File: src/rtl/hiscore_dump_if.sv
// ----------------------------------------------------------------------------
// hiscore_dump_if
//   The HPS ioctl transfer bus. The restore block and hiscore_dump both
//   sit on it.
//
//   Signals:
//     ioctl_download  HPS download active
//     ioctl_upload    HPS upload active
//     ioctl_wr        download byte strobe
//     ioctl_addr      byte address (25 bits)
//     ioctl_dout      download data, HPS -> core
//     ioctl_index     download index (3 = high-score address table)
//     ioctl_din       upload data, core -> HPS
//
//   Modports:
//     master  HPS side (drives the strobes, address and data; reads ioctl_din)
//     slave   core side (reads the strobes; drives ioctl_din)
// ----------------------------------------------------------------------------
interface hiscore_dump_if;
    logic        ioctl_download;
    logic        ioctl_upload;
    logic        ioctl_wr;
    logic [24:0] ioctl_addr;
    logic [7:0]  ioctl_dout;
    logic [7:0]  ioctl_index;
    logic [7:0]  ioctl_din;

    modport master (
        output ioctl_download,
        output ioctl_upload,
        output ioctl_wr,
        output ioctl_addr,
        output ioctl_dout,
        output ioctl_index,
        input  ioctl_din
    );

    modport slave (
        input  ioctl_download,
        input  ioctl_upload,
        input  ioctl_wr,
        input  ioctl_addr,
        input  ioctl_dout,
        input  ioctl_index,
        output ioctl_din
    );
endinterface

File: src/rtl/hiscore_dump.sv
// ----------------------------------------------------------------------------
// hiscore_dump
//   The save side of the high-score path. When snap_req arrives, it walks the
//   high-score address table and copies each listed game-RAM region into a
//   local byte buffer. It then serves that buffer to the HPS over the ioctl
//   upload channel.
//
//   Parameters:
//     ENTRIES  max table records (power of two); record = ioctl_addr[6:3]
//     BUF_AW   buffer address width, capacity 2**BUF_AW bytes
//     RAM_AW   game RAM address width
//
//   Ports:
//     clk, reset     single clock; synchronous active-high reset
//     ioctl          hiscore_dump_if.slave (shared ioctl bus; drives ioctl_din)
//     snap_req       single-cycle capture request
//     ram_address    game RAM read address
//     ram_rd         high while ram_address is a live capture read
//     ram_data       game RAM read data, one cycle after the address
//     busy           capture in progress
//     snap_valid     buffer holds a complete capture
//     dump_size      number of bytes captured
//     ovf            last capture exceeded buffer capacity
//     changed        last capture differs from the previous one
//
//   Build option:
//     HISCORE_DUMP_CHANGE_DETECT_EN
//       When defined, each captured byte is compared against the byte it
//       overwrites, and 'changed' reflects a real difference. When undefined,
//       'changed' is set at every completed capture.
// ----------------------------------------------------------------------------
module hiscore_dump #(
    parameter int unsigned ENTRIES = 16,
    parameter int unsigned BUF_AW  = 8,
    parameter int unsigned RAM_AW  = 10
) (
    input  logic              clk,
    input  logic              reset,
    hiscore_dump_if.slave     ioctl,
    input  logic              snap_req,
    output logic [RAM_AW-1:0] ram_address,
    output logic              ram_rd,
    input  logic [7:0]        ram_data,
    output logic              busy,
    output logic              snap_valid,
    output logic [BUF_AW:0]   dump_size,
    output logic              ovf,
    output logic              changed
);

    localparam int unsigned EW  = $clog2(ENTRIES);
    localparam int unsigned PW  = BUF_AW + 1;
    localparam int unsigned CAP = 1 << BUF_AW;

    typedef enum logic [2:0] {
        S_IDLE,
        S_SETUP,
        S_ADDR,
        S_CAPT,
        S_DONE
    } state_t;

    // ---------------------------------------------------------------- table
    logic [23:0]   tbl_base_q [ENTRIES];
    logic [7:0]    tbl_len_q  [ENTRIES];
    logic          tbl_loaded_q;
    logic [EW-1:0] last_entry_q;

    logic          tbl_sel;
    logic          tbl_wr;
    logic [EW-1:0] wr_entry;

    assign tbl_sel  = ioctl.ioctl_download && (ioctl.ioctl_index == 8'd3);
    assign tbl_wr   = tbl_sel && ioctl.ioctl_wr;
    assign wr_entry = ioctl.ioctl_addr[EW+2:3];

    // Table contents carry no reset. They are only used once tbl_loaded_q is set.
    always_ff @(posedge clk) begin
        if (tbl_wr) begin
            unique case (ioctl.ioctl_addr[2:0])
                3'd1:    tbl_base_q[wr_entry][23:16] <= ioctl.ioctl_dout;
                3'd2:    tbl_base_q[wr_entry][15:8]  <= ioctl.ioctl_dout;
                3'd3:    tbl_base_q[wr_entry][7:0]   <= ioctl.ioctl_dout;
                3'd4:    tbl_len_q[wr_entry]         <= ioctl.ioctl_dout;
                default: ;
            endcase
        end
    end

    // ---------------------------------------------------------------- FSM
    state_t            state_q;
    logic [EW-1:0]     entry_q;
    logic [23:0]       cur_base_q;
    logic [7:0]        cur_len_q;
    logic [7:0]        off_q;
    logic [PW-1:0]     wptr_q;
    logic [PW-1:0]     dump_size_q;
    logic [RAM_AW-1:0] ram_address_q;
    logic              ram_rd_q;
    logic              busy_q;
    logic              snap_valid_q;
    logic              ovf_q;
    logic              changed_q;
    logic [7:0]        din_q;

    logic [7:0] off_inc;
    logic       buf_room;

    assign off_inc  = off_q + 8'd1;
    assign buf_room = !wptr_q[BUF_AW];

`ifdef HISCORE_DUMP_CHANGE_DETECT_EN
    logic       diff_q;
    logic       first_q;
    logic [7:0] old_q;
`endif

    always_ff @(posedge clk) begin
        if (reset) begin
            state_q       <= S_IDLE;
            entry_q       <= '0;
            cur_base_q    <= '0;
            cur_len_q     <= '0;
            off_q         <= '0;
            wptr_q        <= '0;
            dump_size_q   <= '0;
            ram_address_q <= '0;
            ram_rd_q      <= 1'b0;
            busy_q        <= 1'b0;
            snap_valid_q  <= 1'b0;
            ovf_q         <= 1'b0;
            changed_q     <= 1'b0;
            tbl_loaded_q  <= 1'b0;
            last_entry_q  <= '0;
`ifdef HISCORE_DUMP_CHANGE_DETECT_EN
            diff_q        <= 1'b0;
            first_q       <= 1'b1;
`endif
        end else begin
            if (tbl_wr) begin
                last_entry_q <= wr_entry;
                tbl_loaded_q <= 1'b1;
            end

            if (tbl_sel) begin
                // A new table invalidates any capture in flight.
                state_q      <= S_IDLE;
                busy_q       <= 1'b0;
                snap_valid_q <= 1'b0;
                ram_rd_q     <= 1'b0;
            end else begin
                unique case (state_q)
                    S_IDLE: begin
                        ram_rd_q <= 1'b0;
                        if (snap_req && tbl_loaded_q &&
                            !ioctl.ioctl_upload && !ioctl.ioctl_download) begin
                            state_q      <= S_SETUP;
                            busy_q       <= 1'b1;
                            entry_q      <= '0;
                            wptr_q       <= '0;
                            ovf_q        <= 1'b0;
                            snap_valid_q <= 1'b0;
                            changed_q    <= 1'b0;
`ifdef HISCORE_DUMP_CHANGE_DETECT_EN
                            diff_q       <= 1'b0;
`endif
                        end
                    end

                    S_SETUP: begin
                        cur_base_q <= tbl_base_q[entry_q];
                        cur_len_q  <= tbl_len_q[entry_q];
                        off_q      <= '0;
                        if (tbl_len_q[entry_q] == 8'd0) begin
                            if (entry_q == last_entry_q) begin
                                state_q <= S_DONE;
                            end else begin
                                entry_q <= entry_q + EW'(1);
                            end
                        end else begin
                            // Offset is 0 here, so the table base is the address.
                            ram_address_q <= RAM_AW'(tbl_base_q[entry_q]);
                            ram_rd_q      <= 1'b1;
                            state_q       <= S_ADDR;
                        end
                    end

                    S_ADDR: begin
                        ram_rd_q <= 1'b0;
                        state_q  <= S_CAPT;
                    end

                    S_CAPT: begin
                        if (buf_room) begin
                            wptr_q <= wptr_q + PW'(1);
`ifdef HISCORE_DUMP_CHANGE_DETECT_EN
                            if (old_q != ram_data) begin
                                diff_q <= 1'b1;
                            end
`endif
                        end else begin
                            ovf_q <= 1'b1;
                        end
                        off_q <= off_inc;
                        if (off_q == cur_len_q - 8'd1) begin
                            if (entry_q < last_entry_q) begin
                                entry_q <= entry_q + EW'(1);
                                state_q <= S_SETUP;
                            end else begin
                                state_q <= S_DONE;
                            end
                        end else begin
                            ram_address_q <= RAM_AW'(cur_base_q + {16'd0, off_inc});
                            ram_rd_q      <= 1'b1;
                            state_q       <= S_ADDR;
                        end
                    end

                    S_DONE: begin
                        dump_size_q  <= wptr_q;
                        snap_valid_q <= 1'b1;
                        busy_q       <= 1'b0;
                        state_q      <= S_IDLE;
`ifdef HISCORE_DUMP_CHANGE_DETECT_EN
                        changed_q    <= diff_q || first_q || (wptr_q != dump_size_q);
                        first_q      <= 1'b0;
`else
                        changed_q    <= 1'b1;
`endif
                    end

                    default: begin
                        state_q <= S_IDLE;
                        busy_q  <= 1'b0;
                    end
                endcase
            end
        end
    end

    // ---------------------------------------------------------------- buffer
    logic [7:0] buf_mem [CAP];
    logic       buf_we;

    assign buf_we = (state_q == S_CAPT) && buf_room;

    always_ff @(posedge clk) begin
        if (buf_we) begin
            buf_mem[wptr_q[BUF_AW-1:0]] <= ram_data;
        end
    end

`ifdef HISCORE_DUMP_CHANGE_DETECT_EN
    // Fetch the byte about to be overwritten. It is compared in the CAPT cycle.
    always_ff @(posedge clk) begin
        if (state_q == S_ADDR) begin
            old_q <= buf_mem[wptr_q[BUF_AW-1:0]];
        end
    end
`endif

    // Upload read port. Bytes past the captured length, and any read made
    // without a valid capture, return zero.
    always_ff @(posedge clk) begin
        if (reset) begin
            din_q <= '0;
        end else if (ioctl.ioctl_upload && snap_valid_q &&
                     (ioctl.ioctl_addr < {{(25-PW){1'b0}}, dump_size_q})) begin
            din_q <= buf_mem[ioctl.ioctl_addr[BUF_AW-1:0]];
        end else begin
            din_q <= '0;
        end
    end

    assign ioctl.ioctl_din = din_q;
    assign ram_address     = ram_address_q;
    assign ram_rd          = ram_rd_q;
    assign busy            = busy_q;
    assign snap_valid      = snap_valid_q;
    assign dump_size       = dump_size_q;
    assign ovf             = ovf_q;
    assign changed         = changed_q;

endmodule

File: src/flat_wrapper.sv
// flat-port wrapper written by rule: the top's interface ports become plain ports
module hiscore_dump_flat 
#(
    parameter int unsigned ENTRIES = 16,
    parameter int unsigned BUF_AW  = 8,
    parameter int unsigned RAM_AW  = 10
)
  (clk, reset, snap_req, ram_address, ram_rd, ram_data, busy, snap_valid, dump_size, ovf, changed, ioctl_ioctl_download, ioctl_ioctl_upload, ioctl_ioctl_wr, ioctl_ioctl_addr, ioctl_ioctl_dout, ioctl_ioctl_index, ioctl_ioctl_din);
  hiscore_dump_if ioctl_i ();
  input  logic clk;
  input  logic reset;
  input  logic snap_req;
  output logic [RAM_AW-1:0] ram_address;
  output logic ram_rd;
  input  logic [7:0] ram_data;
  output logic busy;
  output logic snap_valid;
  output logic [BUF_AW:0] dump_size;
  output logic ovf;
  output logic changed;
  input wire logic [$bits(ioctl_i.ioctl_download)-1:0] ioctl_ioctl_download;
  input wire logic [$bits(ioctl_i.ioctl_upload)-1:0] ioctl_ioctl_upload;
  input wire logic [$bits(ioctl_i.ioctl_wr)-1:0] ioctl_ioctl_wr;
  input wire logic [$bits(ioctl_i.ioctl_addr)-1:0] ioctl_ioctl_addr;
  input wire logic [$bits(ioctl_i.ioctl_dout)-1:0] ioctl_ioctl_dout;
  input wire logic [$bits(ioctl_i.ioctl_index)-1:0] ioctl_ioctl_index;
  output wire logic [$bits(ioctl_i.ioctl_din)-1:0] ioctl_ioctl_din;
  assign ioctl_i.ioctl_download = ioctl_ioctl_download;
  assign ioctl_i.ioctl_upload = ioctl_ioctl_upload;
  assign ioctl_i.ioctl_wr = ioctl_ioctl_wr;
  assign ioctl_i.ioctl_addr = ioctl_ioctl_addr;
  assign ioctl_i.ioctl_dout = ioctl_ioctl_dout;
  assign ioctl_i.ioctl_index = ioctl_ioctl_index;
  assign ioctl_ioctl_din = ioctl_i.ioctl_din;
  hiscore_dump #(.ENTRIES(ENTRIES), .BUF_AW(BUF_AW), .RAM_AW(RAM_AW)) u_core (.clk(clk), .reset(reset), .ioctl(ioctl_i), .snap_req(snap_req), .ram_address(ram_address), .ram_rd(ram_rd), .ram_data(ram_data), .busy(busy), .snap_valid(snap_valid), .dump_size(dump_size), .ovf(ovf), .changed(changed));
endmodule
File: config.mk
export PLATFORM = sky130hd
export DESIGN_NAME = hiscore_dump_flat
export DESIGN_NICKNAME = d
export VERILOG_FILES = /design/src/rtl/hiscore_dump_if.sv /design/src/rtl/hiscore_dump.sv /design/src/flat_wrapper.sv
export SDC_FILE = /design/constraint.sdc
export NUM_CORES = 2
export LEC_CHECK = 0
export BUFFER_PORTS_ARGS = -buffer_cell sky130_fd_sc_hd__buf_2
export CORE_ASPECT_RATIO = 1.1
export CORE_MARGIN = 2
export CORE_UTILIZATION = 55
export DETAILED_ROUTE_END_ITERATION = 8
export PLACE_DENSITY = 0.76
export SYNTH_ARGS = -nofsm -noshare
export SYNTH_HDL_FRONTEND = slang
export SYNTH_SLANG_ARGS = --single-unit
File: constraint.sdc
create_clock -name clk -period 4.07 [get_ports clk]
set_input_delay 0.814 -clock clk [delete_from_list [all_inputs] [get_ports clk]]
set_output_delay 0.814 -clock clk [all_outputs]
set_load 0.05 [all_outputs]
==> results_dict.tcl <==
set metrics [dict create \
    worstReg2RegStart "u_core.state_q[0]$_SDFFE_PP0P_" \
    crit_end "u_core.buf_mem[158][5]$_DFFE_PP_" \
    worstMarginPinSlew_ps 1700 \
    nFillCells 11100 \
    register_area_um2 71800 \
    critical_path.startpoint "u_core.state_q[0]$_SDFFE_PP0P_" \
    synth_fp_nets 4905 \
    placed_area_um2 99800 \
    skew_ps 76.7 \
    ys.flop_type "edfxtp_1" \
    cts_root_buf "clkbuf_16" \
    final_nets 5239 \
    cap_violations 1 \
    fin_ws_ps 403 \
    leakagePower_uw 0.0340 \
    internal_power_uw 39900 \
    final_antenna_net_count 0 \
    avgSynthCellArea_um2 19.6 \
    die_h_um 439 \
    fin_crit_ps 3670 \
    start_util_pct 55.4 \
    startpoint_type "flop" \
    r2r_end "u_core.buf_mem[158][5]$_DFFE_PP_" \
    dpl.hpwl_um 156000 \
    pwr-share-seq_pct 53.8 \
    syn_inst 4822 \
    switching_power_uw 10800 \
    drt-total-wl_um 250000 \
    rsz0062_at_grt "false" \
    post_cts_resized 0 \
    grt_overflow 0 \
    period_share_pct 90.1 \
    yosysWarnings 0 \
    multiInputGateArea_um2 21700 \
    io_buffers 86 \
    async_flop_share_pct 0 \
    min_path_type "primary input to flop" \
    grt_pass1_wl_um 356000 \
    viasPerCell 6.67 \
    synth.top_cell.area_share_pct 74.1 \
    antenna_found_initial 11 \
    clkPwrFrac_pct 41.6 \
    core-area_um2 171000 \
    gp_congestion 0.893 \
    wl_per_cell_um 32.8 \
    hold_viol_final 0 \
    drt_iter0_markers 6940 \
    num_vias 50800 \
    netlist_area_um2 94600 \
    post_cts_buffers 0 \
    grt.total_usage_pct 28.6 \
    cp.required_ps 4570 \
    cp_max_fo 8 \
    clockBufferDepth 3 \
    comb_power_share_pct 4.6 \
    synth_commonest_cells "2336 x edfxtp_1, 525 x mux4_2, 378 x nor2_1" \
    finalInstanceArea_um2 107000 \
    grt_pass1_vias 50500 \
    endpoint_kind "flop" \
    yosysMostFrequentCell "edfxtp_1" \
    cp.arrival_ps 4170 \
    io_pins 87 \
    swShare_pct 21.3 \
    drt_pre_antenna_iters 6 \
    fmax_ghz 0.273 \
    reg2reg_depth 7 \
    synth.distinct_cells 76 \
    h-tree-depth 4 \
    outcome "finished, violations left" \
    power_uw 50700 \
    ys_ff_latch 2419 \
    finalMaxSlewViolations 10 \
    setup_viol 0 \
    yosys-top-cells-area "edfxtp_1 74%, mux4_2 12%, mux2i_1 2.2%" \
    ctsHoldBuffers 0 \
    synth_edf_count 2336 \
    grt_max_degree 137 \
    yosysSeqAreaShare_pct 75.9 \
    whs_ps 307 \
    powerDensity_nw_per_um2 472 \
    max-vdd-ir-drop_mv 0.454 \
    die_w_um 400 \
    tritoncts "done" \
    drive_above_1_share_pct 24.5 \
    slew_headroom_pct -14.0 \
    path_clk_slew_ps 60 \
    violations "max-capacitance violations, max-slew violations" \
    drc 0 \
    synth.largest_area_cell "edfxtp_1" \
    dpl_worst_slack_ps -116 \
    ff2ff_setup_slack_ps 400 \
    rows 159 \
    synthToLayoutAreaGrowth_pct 13.3 \
    fin_setup_tns_ps 0 \
    cts_sinks 2419 \
    dieArea_um2 175000 \
    clk_latency_ps 900 \
    cts_buffers 223 \
    holdPathStages 3 \
    path_class "flop to flop" \
]
registers in the layout (all words and copies together) (netlist names), named ones only:
name	count
u_core.buf_mem	2048
u_core.tbl_base_q	160
u_core.tbl_len_q	128
u_core.cur_base_q	10
u_core.ram_address	10
u_core.dump_size	9
u_core.wptr_q	9
u_core.cur_len_q	8
u_core.ioctl.ioctl_din	8
u_core.off_q	8
u_core.entry_q	4
u_core.last_entry_q	4
u_core.state_q	3
u_core.busy	1
u_core.changed	1
u_core.ovf	1
u_core.ram_rd	1
u_core.snap_valid	1
u_core.tbl_loaded_q	1
logic make-up after synthesis:
kind of cell | count (synthesis) | synth area share [%]
AOI/OAI and AO/OA | 495 | 3.55
xor gates and xnor gates | 25 | 0.231
adders and majority gates | 28 | 0.378
buffers and inverters | 312 | 1.34
DFF | 2419 | 75.9
muxes | 766 | 15.1
and+or+nand+nor | 777 | 3.55
critical path: stages (launching register included):
cell,delay (ps)
dfxtp_1,440
nor2b_1,360
nand2_1,280
nor2_1,400
and2_1,280
nand3_2,460
buf_4,380
nor2_1,660
power groups by stage:
stage               registers (uW)  logic, uW  clock network [uW]
finish                       27300       2340               21100
global route                 27300       2420               22100
CTS                          27300       2310               21200
detailed placement           27800       2300                   0
global placement             27800       2250                   0
floorplan                    27800       1070                   0
per-stage QoR:
step,instances,util (%)
floorplan,4822,-
global placement,7185,58.4
detailed placement,7185,58.4
CTS,7603,62.8
global route,7603,62.8
finish,7609,62.8
cell type report:
class	instances	share of cell area, %
Sequential cell	2419	67.0
Multi-Input combinational cell	2091	20.2
Clock buffer	274	5.45
Timing Repair Buffer	397	3.20
Tap cell	2254	2.63
Clock inverter	144	1.47
Inverter	24	0.0887
Antenna cell	6	0.0140
cell usage in the layout (no fill, tap or decap), types with 13 or more instances in the layout:
cell type	Yosys	final
a22o_1	16	16
edfxtp_1	2336	2336
mux4_2	525	525
nand4_1	18	18
nor2b_1	21	15
clkbuf_16	0	223
clkinv_2	0	42
ha_1	27	27
mux2_2	29	29
inv_1	23	23
a21oi_1	115	115
o211ai_1	17	17
xnor2_1	15	15
dfxtp_1	83	80
a22oi_1	111	111
nor3_1	44	44
buf_2	62	75
o2111ai_1	13	13
o21ai_0	71	71
mux2i_1	212	212
buf_4	5	266
o22ai_1	39	39
nand3_1	57	54
a221oi_1	17	17
nor2_1	378	373
clkbuf_1	180	44
nand2_1	190	189
bufinv_16	0	24
clkinv_1	1	53
buf_12	0	46
clkbuf_8	0	15
worst min-delay path by stage:
stage	to	slack [ps]	startpoint
2_1_floorplan	u_core.tbl_loaded_q$_SDFFE_PP0P_	430	u_core.tbl_loaded_q$_SDFFE_PP0P_
3_5_place_dp	u_core.last_entry_q[3]$_SDFFE_PP0P_	450	u_core.last_entry_q[3]$_SDFFE_PP0P_
5_1_grt	u_core.last_entry_q[2]$_SDFFE_PP0P_	310	ioctl_ioctl_wr
3_3_place_gp	u_core.last_entry_q[3]$_SDFFE_PP0P_	440	u_core.last_entry_q[3]$_SDFFE_PP0P_
4_1_cts	u_core.last_entry_q[2]$_SDFFE_PP0P_	260	ioctl_ioctl_wr
6_report	u_core.last_entry_q[3]$_SDFFE_PP0P_	310	ioctl_ioctl_wr
metal layers:
layer / track usage, % / share of wire [%] / routed length, um
met1: 37.2 / 35 / 87700
met2: 45.3 / 48 / 121000
met5: 0 / 0.024 / 61
met3: 6.91 / 11 / 27100
met4: 14.4 / 5.6 / 14000
Note: power is estimated with default switching activity, not from simulation.
